[config.mk]
export PLATFORM = sky130hd
export DESIGN_NAME = fb_wb_stage
export DESIGN_NICKNAME = d
export VERILOG_FILES = /design/src/rtl/fb_wb_stage_pkg.sv /design/src/rtl/fb_load_align.sv /design/src/rtl/fb_wb_stage.sv
export VERILOG_INCLUDE_DIRS = /design/src /design/src/rtl
export SDC_FILE = /design/constraint.sdc
export NUM_CORES = 1
export LEC_CHECK = 0
export ABC_AREA = 1
export CAP_MARGIN = 20
export CORE_MARGIN = 5
export CORE_UTILIZATION = 50
export CTS_BUF_LIST = sky130_fd_sc_hd__clkbuf_8 sky130_fd_sc_hd__clkbuf_16
export DETAILED_ROUTE_END_ITERATION = 8
export PLACE_DENSITY_LB_ADDON = 0.3
export SKIP_LAST_GASP = 1
export SYNTH_ARGS = -nofsm -noshare
export SYNTH_HDL_FRONTEND = slang
export SYNTH_HIERARCHICAL = 1
export SYNTH_SLANG_ARGS = --single-unit
[constraint.sdc]
create_clock -name clk -period 4.6 [get_ports clk]
set_input_delay 1.15 -clock clk [delete_from_list [all_inputs] [get_ports clk]]
set_output_delay 1.15 -clock clk [all_outputs]
set_load 0.01 [all_outputs]
[src/rtl/fb_defines.v]
// Shared width and load-type macros for the FB core.
`ifndef FB_DEFINES_V
`define FB_DEFINES_V

`define FB_32BITS 31:0

// Load funct3 encodings
`define FB_F3_LB  3'd0
`define FB_F3_LH  3'd1
`define FB_F3_LW  3'd2
`define FB_F3_LBU 3'd4
`define FB_F3_LHU 3'd5

`endif

[src/rtl/fb_wb_stage_pkg.sv]
// Types, state encodings and helpers shared by the write-back stage.
package fb_wb_stage_pkg;

    // Two-state stage controller, legacy-style encoding
    localparam logic [0:0] ST_IDLE    = 1'b0;
    localparam logic [0:0] ST_WAIT_LD = 1'b1;

    // Context of a load parked while its data is outstanding
    typedef struct packed {
        logic [4:0] rd;
        logic       rd_we;
        logic [2:0] funct3;
        logic [1:0] addr_lo;
    } ld_ctx_t;

    // A register write only happens for a real destination (x0 is hardwired)
    function automatic logic rd_writes(input logic we, input logic [4:0] rd);
        return we && (rd != 5'd0);
    endfunction

endpackage

[src/rtl/fb_load_align.sv]
// Combinational load data alignment, extension and legality check.
`include "fb_defines.v"

module fb_load_align (
    input  logic [2:0]        funct3,
    input  logic [1:0]        addr_lo,
    input  logic [`FB_32BITS] rdata,
    output logic [`FB_32BITS] data,
    output logic              err
);

    logic [7:0]  byte_s;
    logic [15:0] half_s;

    assign byte_s = rdata[{addr_lo, 3'b000} +: 8];
    assign half_s = addr_lo[1] ? rdata[31:16] : rdata[15:0];

    // Select lane, extend it, and flag misaligned or unknown load types
    always_comb begin
        data = 32'd0;
        err  = 1'b0;
        case (funct3)
            `FB_F3_LB: begin
                data = {{24{byte_s[7]}}, byte_s};
            end
            `FB_F3_LBU: begin
                data = {24'd0, byte_s};
            end
            `FB_F3_LH: begin
                data = {{16{half_s[15]}}, half_s};
                err  = addr_lo[0];
            end
            `FB_F3_LHU: begin
                data = {16'd0, half_s};
                err  = addr_lo[0];
            end
            `FB_F3_LW: begin
                data = rdata;
                err  = (addr_lo != 2'd0);
            end
            default: begin
                data = 32'd0;
                err  = 1'b1;
            end
        endcase
    end

endmodule

[src/rtl/fb_wb_stage.sv]
// Write-back stage: retires MEM results into the register file, parking
// loads until their data returns, and counts retired instructions.
`include "fb_defines.v"

module fb_wb_stage
    import fb_wb_stage_pkg::*;
(
    input  logic              clk,
    input  logic              reset,
    input  logic              in_valid,
    output logic              in_ready,
    input  logic [4:0]        in_rd,
    input  logic              in_rd_we,
    input  logic [`FB_32BITS] in_result,
    input  logic              in_is_load,
    input  logic [2:0]        in_ld_funct3,
    input  logic [1:0]        in_addr_lo,
    input  logic              dmem_rvalid,
    input  logic [`FB_32BITS] dmem_rdata,
    output logic              rf_we,
    output logic [4:0]        rf_waddr,
    output logic [`FB_32BITS] rf_wdata,
    output logic              ld_err,
    output logic [63:0]       instret
);

    logic [0:0]        state_q,    state_d;
    ld_ctx_t           ctx_q,      ctx_d;
    logic              rf_we_q,    rf_we_d;
    logic [4:0]        rf_waddr_q, rf_waddr_d;
    logic [`FB_32BITS] rf_wdata_q, rf_wdata_d;
    logic              ld_err_q,   ld_err_d;
    logic [63:0]       instret_q,  instret_d;

    logic [`FB_32BITS] align_data_s;
    logic              align_err_s;

    // Alignment works on the parked context so in_* may change during the wait
    fb_load_align u_align (
        .funct3  (ctx_q.funct3),
        .addr_lo (ctx_q.addr_lo),
        .rdata   (dmem_rdata),
        .data    (align_data_s),
        .err     (align_err_s)
    );

    assign in_ready = (state_q == ST_IDLE);

    // Next-state: accept in IDLE, complete parked load when its data arrives
    always_comb begin
        state_d    = state_q;
        ctx_d      = ctx_q;
        rf_we_d    = 1'b0;
        rf_waddr_d = rf_waddr_q;
        rf_wdata_d = rf_wdata_q;
        ld_err_d   = 1'b0;
        instret_d  = instret_q;
        if (state_q == ST_IDLE) begin
            if (in_valid) begin
                if (in_is_load) begin
                    ctx_d.rd      = in_rd;
                    ctx_d.rd_we   = in_rd_we;
                    ctx_d.funct3  = in_ld_funct3;
                    ctx_d.addr_lo = in_addr_lo;
                    state_d       = ST_WAIT_LD;
                end else begin
                    instret_d = instret_q + 64'd1;
                    if (rd_writes(in_rd_we, in_rd)) begin
                        rf_we_d    = 1'b1;
                        rf_waddr_d = in_rd;
                        rf_wdata_d = in_result;
                    end else begin
                        rf_we_d    = 1'b0;
                    end
                end
            end else begin
                // Stray dmem_rvalid while idle is deliberately ignored
                state_d = ST_IDLE;
            end
        end else begin
            if (dmem_rvalid) begin
                state_d   = ST_IDLE;
                instret_d = instret_q + 64'd1;
                if (align_err_s) begin
                    ld_err_d = 1'b1;
                end else if (rd_writes(ctx_q.rd_we, ctx_q.rd)) begin
                    rf_we_d    = 1'b1;
                    rf_waddr_d = ctx_q.rd;
                    rf_wdata_d = align_data_s;
                end else begin
                    rf_we_d    = 1'b0;
                end
            end else begin
                // Hold indefinitely until the memory answers
                state_d = ST_WAIT_LD;
            end
        end
    end

    // State and output registers; reset abandons any parked load
    always_ff @(posedge clk or posedge reset) begin
        if (reset) begin
            state_q    <= ST_IDLE;
            ctx_q      <= '0;
            rf_we_q    <= 1'b0;
            rf_waddr_q <= 5'd0;
            rf_wdata_q <= 32'd0;
            ld_err_q   <= 1'b0;
            instret_q  <= 64'd0;
        end else begin
            state_q    <= state_d;
            ctx_q      <= ctx_d;
            rf_we_q    <= rf_we_d;
            rf_waddr_q <= rf_waddr_d;
            rf_wdata_q <= rf_wdata_d;
            ld_err_q   <= ld_err_d;
            instret_q  <= instret_d;
        end
    end

    assign rf_we    = rf_we_q;
    assign rf_waddr = rf_waddr_q;
    assign rf_wdata = rf_wdata_q;
    assign ld_err   = ld_err_q;
    assign instret  = instret_q;

endmodule

# Yosys cells after proc, flatten, opt, wreduce, memory -nomap -nowiden
# Index checks and enable logic that the tools add are counted.
# W data, S select, Z words.
[word_totals]
regBits = 115
latch_bits = 0
ram_bits = 0
rom_bits = 0
input_bits = 80
memories = 0
[op_classes]
add_sub_neg = 1
mul = 0
div_mod_pow = 0
order_cmp = 0
n_eq_ne = 8
shifts = 1
muxes = 35
bitwise_logic = 1
reduce_logical = 13
[ops]
columns = ["operator", "n"]
rows = [
  ["$mux W64", 4],
  ["$mux W32", 7],
  ["$pmux W32 S5", 1],
  ["$add A64 B1 Y64 const B", 1],
  ["$mux W5", 7],
  ["$shiftx A32 B6 Y8", 1],
  ["$mux W16", 1],
  ["$mux W1", 14],
  ["$reduce_bool A5 Y1", 2],
  ["$eq A3 B3 Y1 const B", 2],
  ["$reduce_and A3 Y1", 2],
  ["$reduce_and A6 Y1", 1],
  ["$reduce_bool A2 Y1", 3],
  ["$ne A2 B1 Y1 const B", 2],
  ["$ne A2 B2 Y1 const B", 2],
  ["$reduce_or A2 Y1", 2],
  ["$eq A3 B1 Y1 const B", 1],
  ["$eq A3 B2 Y1 const B", 1],
  ["$logic_not A3 Y1", 1],
  ["$pmux W1 S3", 1],
  ["$logic_and A1 B1 Y1", 2],
  ["$not A1 Y1", 1],
]

# Logic depth before layout (Yosys ltp)
# Gate-level depths: netlist of run 1.
[depth]
word_depth = 6
depth_mapped = 13
mapped_depth_nobuf = 11

# Hierarchy
# Netlist of run 1, hierarchy kept.
[modules_own_cells]
columns = ["mod", "instances", "cells_each", "area_each_um2"]
rows = [
  ["fb_wb_stage", 1, 843, 6244.7],
  ["fb_load_align", 1, 213, 969.7],
]

# Least setup slack after synthesis of run 1
# OpenSTA, ideal clock, no wires.
[synth_timing]
path_type = "input -> register"
start = "input dmem_rvalid"
end = "register instret_q[52] (netlist: instret[52])"
setup_time_ns = 0.117
t_arrival_ns = 2.008
t_required_ns = 4.483
path_slack_ns = 2.475
cell_stages = 9
n_path_buf = 0
path_cell_list = "inv_1 nand2_1 nand3_4 nor2_8 nand2_4 nor2_8 nand3_1 nand2_1 nand2_1"
[synth_via]
elab_chain_cells = 2
[synth_lines]
columns = ["item", "line_no", "rtl"]
rows = [
  ["start, declared", "fb_wb_stage.sv:18", "input logic dmem_rvalid,"],
  ["$ne A2 B2 Y1 (no line)", "n/a", ""],
  ["$reduce_and A3 Y1 (no line)", "n/a", ""],
  ["end signal, assigned", "fb_wb_stage.sv:117", "instret_q <= instret_d;"],
  ["end, declared", "fb_wb_stage.sv:33", "logic [63:0] instret_q, instret_d;"],
]
# No other way between the ends.
# A chain may end at the register's enable or synchronous reset.

# Worst setup path in the final report of run 1
[layout_timing]
start = "register state_q"
end = "output in_ready"
[layout_via]
elab_chain_cells = 1
[layout_lines]
columns = ["item", "line_no", "rtl"]
rows = [
  ["start, declared", "fb_wb_stage.sv:27", "logic [0:0] state_q, state_d;"],
  ["start signal, assigned", "fb_wb_stage.sv:111", "state_q <= state_d;"],
  ["$not A1 Y1 (no line)", "n/a", ""],
  ["end, declared", "fb_wb_stage.sv:11", "output logic in_ready,"],
]
# No other way between the ends.

==> results.toml, run 1 <==
[layout]
nFillCells = 1214
area_delta_synth_final_pct = 34.9
drive_gt1_share_pct = 6.44
antennaDiodeCount = 0
nets = 1314

[detailed_routing]
routed_wl_mm = 22.1
via_per_inst = 5.10
postRouteAntennaNets = 0
avgRoutedWirePerCell_um = 15.5
dr.pass1.iters = 5
first_iter_violations = 620
drc = 0
vias = 7271

[synth]
async_flop_share_pct = 100
synth_edf_count = 0
yosys_warnings = 6
ys.flop_type = "dfrtp_1"
ys_seq_area_share_pct = 39.9
synth.net_count = 1137
netlist.area_leader.share_pct = 39.9
netlist_area_um2 = 7210
ys_ff_latch = 115
synth.largest_area_cell = "dfrtp_1"
yosys-top-cells-area = "dfrtp_1 40%, nand2_1 21%, inv_1 7.1%, nor2_1 5.7%, o21ai_0 4.4%"
synthCells = 1056
yosysMostFrequentCell = "nand2_1"
netlist_top_cells_count = "412 x nand2_1, 136 x inv_1, 115 x dfrtp_1, 110 x nor2_1, 64 x o21ai_0"
avgSynthCellArea_um2 = 6.83
synth_cell_types = 32

[clock_network]
post_cts_buffers = 0
cts-buffers-inserted = 17
cts_root_buf = "clkbuf_16"
insertion_delay_ns = 0.42
cts.path.max_buffers = 2
cts_repair_resize_count = 0
clkTransAtPathRegs_ns = 0.05
cts_hold_buf = 0
h-tree-depth = 4
cts.sinks = 115
cts_tree = "built"

[power_and_ir_drop]
p_leak_uw = 0.00464
vdd_drop_max_mv = 0.402
power_density_nw_per_um2 = 385

[setup_path]
end_kind = "primary output"
cp_data_required_time_ns = 3.45
criticalPathCategory = "register to primary output"
arrival_ns = 1.76
cp_max_fo = 37
cp-start-kind = "register"

[placed_design]
gp_congestion = 0.925
port_buffers = 183
hpwl_mm = 16.8

[die]
fp.coreArea_um2 = 14400
dieArea_um2 = 16900
initial_utilization_pct = 50.2
die_x_um = 130
die_h_um = 130
fp-row-count = 44
io_pins = 184

[timing]
tightest_slew_ns = 0.798
slew_viol_final = 0
fin_crit_ns = 2.91
relSlewSlack_pct = 46.8
fin_setup_tns_ns = 0
finalHoldViolCount = 0
setup_violations = 0
max_freq_ghz = 0.343
clock_skew_ns = 0.0112
finalCritPeriodShare_pct = 63.3
rsz0062_at_grt = "false"
whs_ns = 0.486

[worst_hold_path]
hp-class = "register to register"

[global_routing]
antenna_found_initial = 0
grt_pass1_vias = 6743
grt-ovfl-total = 0
grt_first_pass_wirelength_mm = 35.4
gr-usage-all-layers_pct = 27.0
grt_max_degree = 63

[flow_run]
drv_cap = 0

[status]
status = "completed"
worst paths after layout:
check / from / end / slack [ns] / cells past startpoint
max reg2reg: ctx_q[3] / rf_wdata[22] / 2.02 / 10
max: state_q / in_ready / 1.69 / 2
max in group asynchronous: reset / instret[52] / 2.58 / 3
min in group asynchronous: reset / rf_wdata[15] / 1.25 / 2
min reg2reg: instret[63] / instret[63] / 0.49 / 2
min: instret[63] / instret[63] / 0.49 / 2
through the flow:
step	power (µW)	cell area (µm²)	setup slack, ns	std cells	util (%)
finish	3750	9730	1.69	1427	67.7
global placement	2430	9160	1.60	1398	63.7
global route	3940	9730	1.61	1427	67.7
CTS	3760	9730	1.67	1427	67.7
floorplan	1900	7210	0.406	1056	-
detailed placement	2440	9160	1.49	1398	63.7
area by class of cell:
type                            instances  area [µm²]  share of cell area [%]
Clock buffer                           19         453                    4.65
Clock inverter                         10         121                    1.25
Inverter                              140         531                    5.45
Multi-Input combinational cell        773        3640                    37.4
Sequential cell                       115        2880                    29.6
Tap cell                              184         230                    2.37
Timing Repair Buffer                  186        1880                    19.3
cell usage in the layout, fill, tap and decap left out, types with 3 or more instances in the layout:
cell type,Yosys,routed
inv_2,3,3
nand2_1,412,412
nand3_1,47,47
inv_1,136,140
nor2_4,8,8
xnor2_1,15,15
nand4_1,34,34
nor2_2,7,7
mux2_2,6,6
clkdlybuf4s50_1,0,183
and2_1,3,3
nand3_4,3,3
nand2_2,15,15
nor2_1,110,110
xor2_1,15,15
clkbuf_16,0,17
dfrtp_1,115,115
bufinv_16,0,3
nand2_4,3,3
o21ai_0,64,64
nand3b_1,11,11
nor3_1,10,10
power by group:
group / leakage, µW / internal, µW / switching (µW)
Sequential: 0.00150 / 1200 / 152
Clock: 0.000297 / 858 / 446
Combinational: 0.00284 / 525 / 567
sequential cells by signal, indices dropped and copies added (netlist names):
name,cells
state_q,1
rf_we,1
ctx_q,11
ld_err,1
rf_wdata,32
rf_waddr,5
instret,64
logic make-up (layout without fill, tap and decap cells):
group | Yosys count | after routing | synth area share [%]
AO/OA/AOI/OAI | 67 | 67 | 4.70
AND/OR/NAND/NOR | 669 | 669 | 40.8
buffers and inverters | 168 | 355 | 9.83
XOR/XNOR | 30 | 30 | 3.64
flip-flops | 115 | 115 | 39.9
adder cells (fa/ha/maj) | 1 | 1 | 0.173
multiplexers | 6 | 6 | 0.936
routing by layer:
metal	vias up	wire length, µm	part of all wire [%]	track usage, %
met2	305	9610	43	39.4
li1	3614	-	-	-
met1	3322	10100	46	39.3
met5	-	0	0	0
met3	30	1980	8.9	7.08
met4	0	447	2.0	8.19
worst max-delay path, cell delays in order, from the launching register on:
cell and delay [ns]:
dfrtp_1 0.40, inv_4 0.32, clkdlybuf4s50_1 0.62
No activity file was read; power rests on OpenSTA's default activity.
==> inputs of run 2 (changes only) <==
CORE_UTILIZATION = 45   (was 50)
clock period = 2.39 ns   (was 4.6 ns; I/O delays follow)
==> run 2 against run 1 <==
Sequential cell count stayed put. Register-to-register slack worse by 1.6 ns. Wire length rose by 2.4%. Critical path depth did not move. Cell area rose by 1.5%. Clock power up 90%. Total power grew 92%. Clock skew fell by 0.00096 ns. Worst hold slack gained 0.013 ns. Sequential power up 91%. Sequential share of layout area down 0.44 points. Highest routed layer unchanged.
==> results.toml, run 2 (synthesis gave the netlist of run 1 again) <==
[setup_path]
crit_slowest_cell = "clkdlybuf4s50_1"
worst-r2r-cell-count = 10
cp_data_required_time_ns = 1.79
critPathMaxStageDelay_ns = 0.58
r2r_end = "rf_wdata[14]"
r2r_slack_ns = 0.46
arrival_ns = 1.60
r2r-start = "ctx_q[3]"
cp-start-kind = "register"
criticalPathCategory = "register to primary output"
cp_max_fo = 18
crit_chain = "inv_4 -> clkdlybuf4s50_1"
end_kind = "primary output"

[timing]
fin_setup_tns_ns = 0
max_freq_ghz = 0.456
rsz0062_at_grt = "false"
slew_viol_final = 0
relSlewSlack_pct = 58.9
fin_crit_ns = 2.19
finalHoldViolCount = 0
tightest_slew_ns = 0.616
setup_violations = 0
clock_skew_ns = 0.0102
finalCritPeriodShare_pct = 91.8

[detailed_routing]
avgRoutedWirePerCell_um = 15.4
first_iter_violations = 548
dr.pass1.iters = 5
postRouteAntennaNets = 0
via_per_inst = 4.95
vias = 7302
drc = 0
routed_wl_mm = 22.7

[layout]
multi_input_area_um2 = 3640
regArea_um2 = 2880
fin_area_um2 = 9880
area_delta_synth_final_pct = 36.9
antennaDiodeCount = 0
nets = 1328
most-common-layout-cells = "412 x nand2_1, 183 x clkdlybuf4s50_1, 135 x inv_1, 115 x dfrtp_1, 110 x nor2_1"
nFillCells = 1431
drive_gt1_share_pct = 8.10
largest_reg_flops = 64
layout_commonest_cell = "nand2_1"

[die]
initial_utilization_pct = 45.6
die_h_um = 137
fp.coreArea_um2 = 15800
die_x_um = 137
io_pins = 184
dieArea_um2 = 18700
fp-row-count = 46

[placed_design]
port_buffers = 183
placedInstanceArea_um2 = 9300
hpwl_mm = 17.3
gp_congestion = 0.968

[global_routing]
use_met1_pct = 34.0
grt_first_pass_wirelength_mm = 36.2
grt_use_met2_pct = 37.9
grtUsageMet3_pct = 6.84
gr-usage-all-layers_pct = 25.1
grt_pass1_vias = 6901
antenna_found_initial = 0
grt_max_degree = 93
top_usage_layer = "met2"
grt-ovfl-total = 0

[flow_run]
drv_cap = 0

[clock_network]
post_cts_buffers = 0
cts_root_buf = "clkbuf_16"
cts_tree = "built"
cts_hold_buf = 0
h-tree-depth = 4
cts.sinks = 115
cts_repair_resize_count = 0
insertion_delay_ns = 0.42
cts-buffers-inserted = 17
clkTransAtPathRegs_ns = 0.06
cts.path.max_buffers = 2

[power_and_ir_drop]
power_density_nw_per_um2 = 730
p_leak_uw = 0.00467
vdd_drop_max_mv = 0.544

[worst_hold_path]
hold_start = "instret[63]"
hp-class = "register to register"
holdPathStages = 2
holdPathEnd = "instret[63]"

[status]
status = "completed"
==> run 2: changes by cell type in the layout (fill, tap and decap cells not counted), sizes merged <==
cell | before | now
buf | 3 | 17
clkinv | 1 | 5
clkinvlp | 1 | 5
bufinv | 3 | 1
clkbuf | 19 | 17
inv | 145 | 144
==> run 2: metrics by stage <==
step	setup slack (ns)	utilization, %	power (µW)	std cells	hold slack (ns)
final	0.195	62.4	7210	1476	0.500
after global routing	0.135	62.4	7640	1476	0.527
after CTS	0.190	62.4	7240	1476	0.506
after detailed placement	0.114	58.8	4750	1444	0.492
after global placement	0.179	58.8	4730	1444	0.481
after floorplan	0.393	-	3660	1056	0.475
==> run 2: final cells by class <==
| type | count | area share [%] |
|---|---|---|
| clock buffers | 17 | 4.31 |
| clock inverters | 15 | 1.52 |
| inverters | 140 | 5.38 |
| multi-input cells | 773 | 36.8 |
| flip-flops and latches | 115 | 29.1 |
| well taps | 216 | 2.74 |
| repair buffers | 200 | 20.1 |
==> run 2: critical path: cells and delay by family (launching register included) <==
family / cells / cell delay (ns)
buffers and inverters: 2 / 0.76
DFF: 1 / 0.42
==> run 2: worst max path at each step <==
stage,cells past startpoint,startpoint,endpoint
floorplan,1,reset,ctx_q[0]
global placement,10,dmem_rvalid,instret[54]
detailed placement,10,dmem_rvalid,instret[48]
CTS,2,state_q,in_ready
global route,2,state_q,in_ready
finish,2,state_q,in_ready
==> run 2: where the power goes <==
group	leakage (µW)	total, µW	switching [µW]	internal [µW]
Sequential	0.00150	2580	282	2300
Combinational	0.00290	2160	1110	1050
Clock	0.000269	2470	1020	1450
==> run 2: per-layer routing <==
| layer | up-vias | share of wire (%) |
|---|---|---|
| met3 | 54 | 7.9 |
| met4 | 0 | 3.2 |
| met1 | 3341 | 44 |
| met2 | 261 | 45 |
| met5 | - | 0 |
| li1 | 3646 | - |
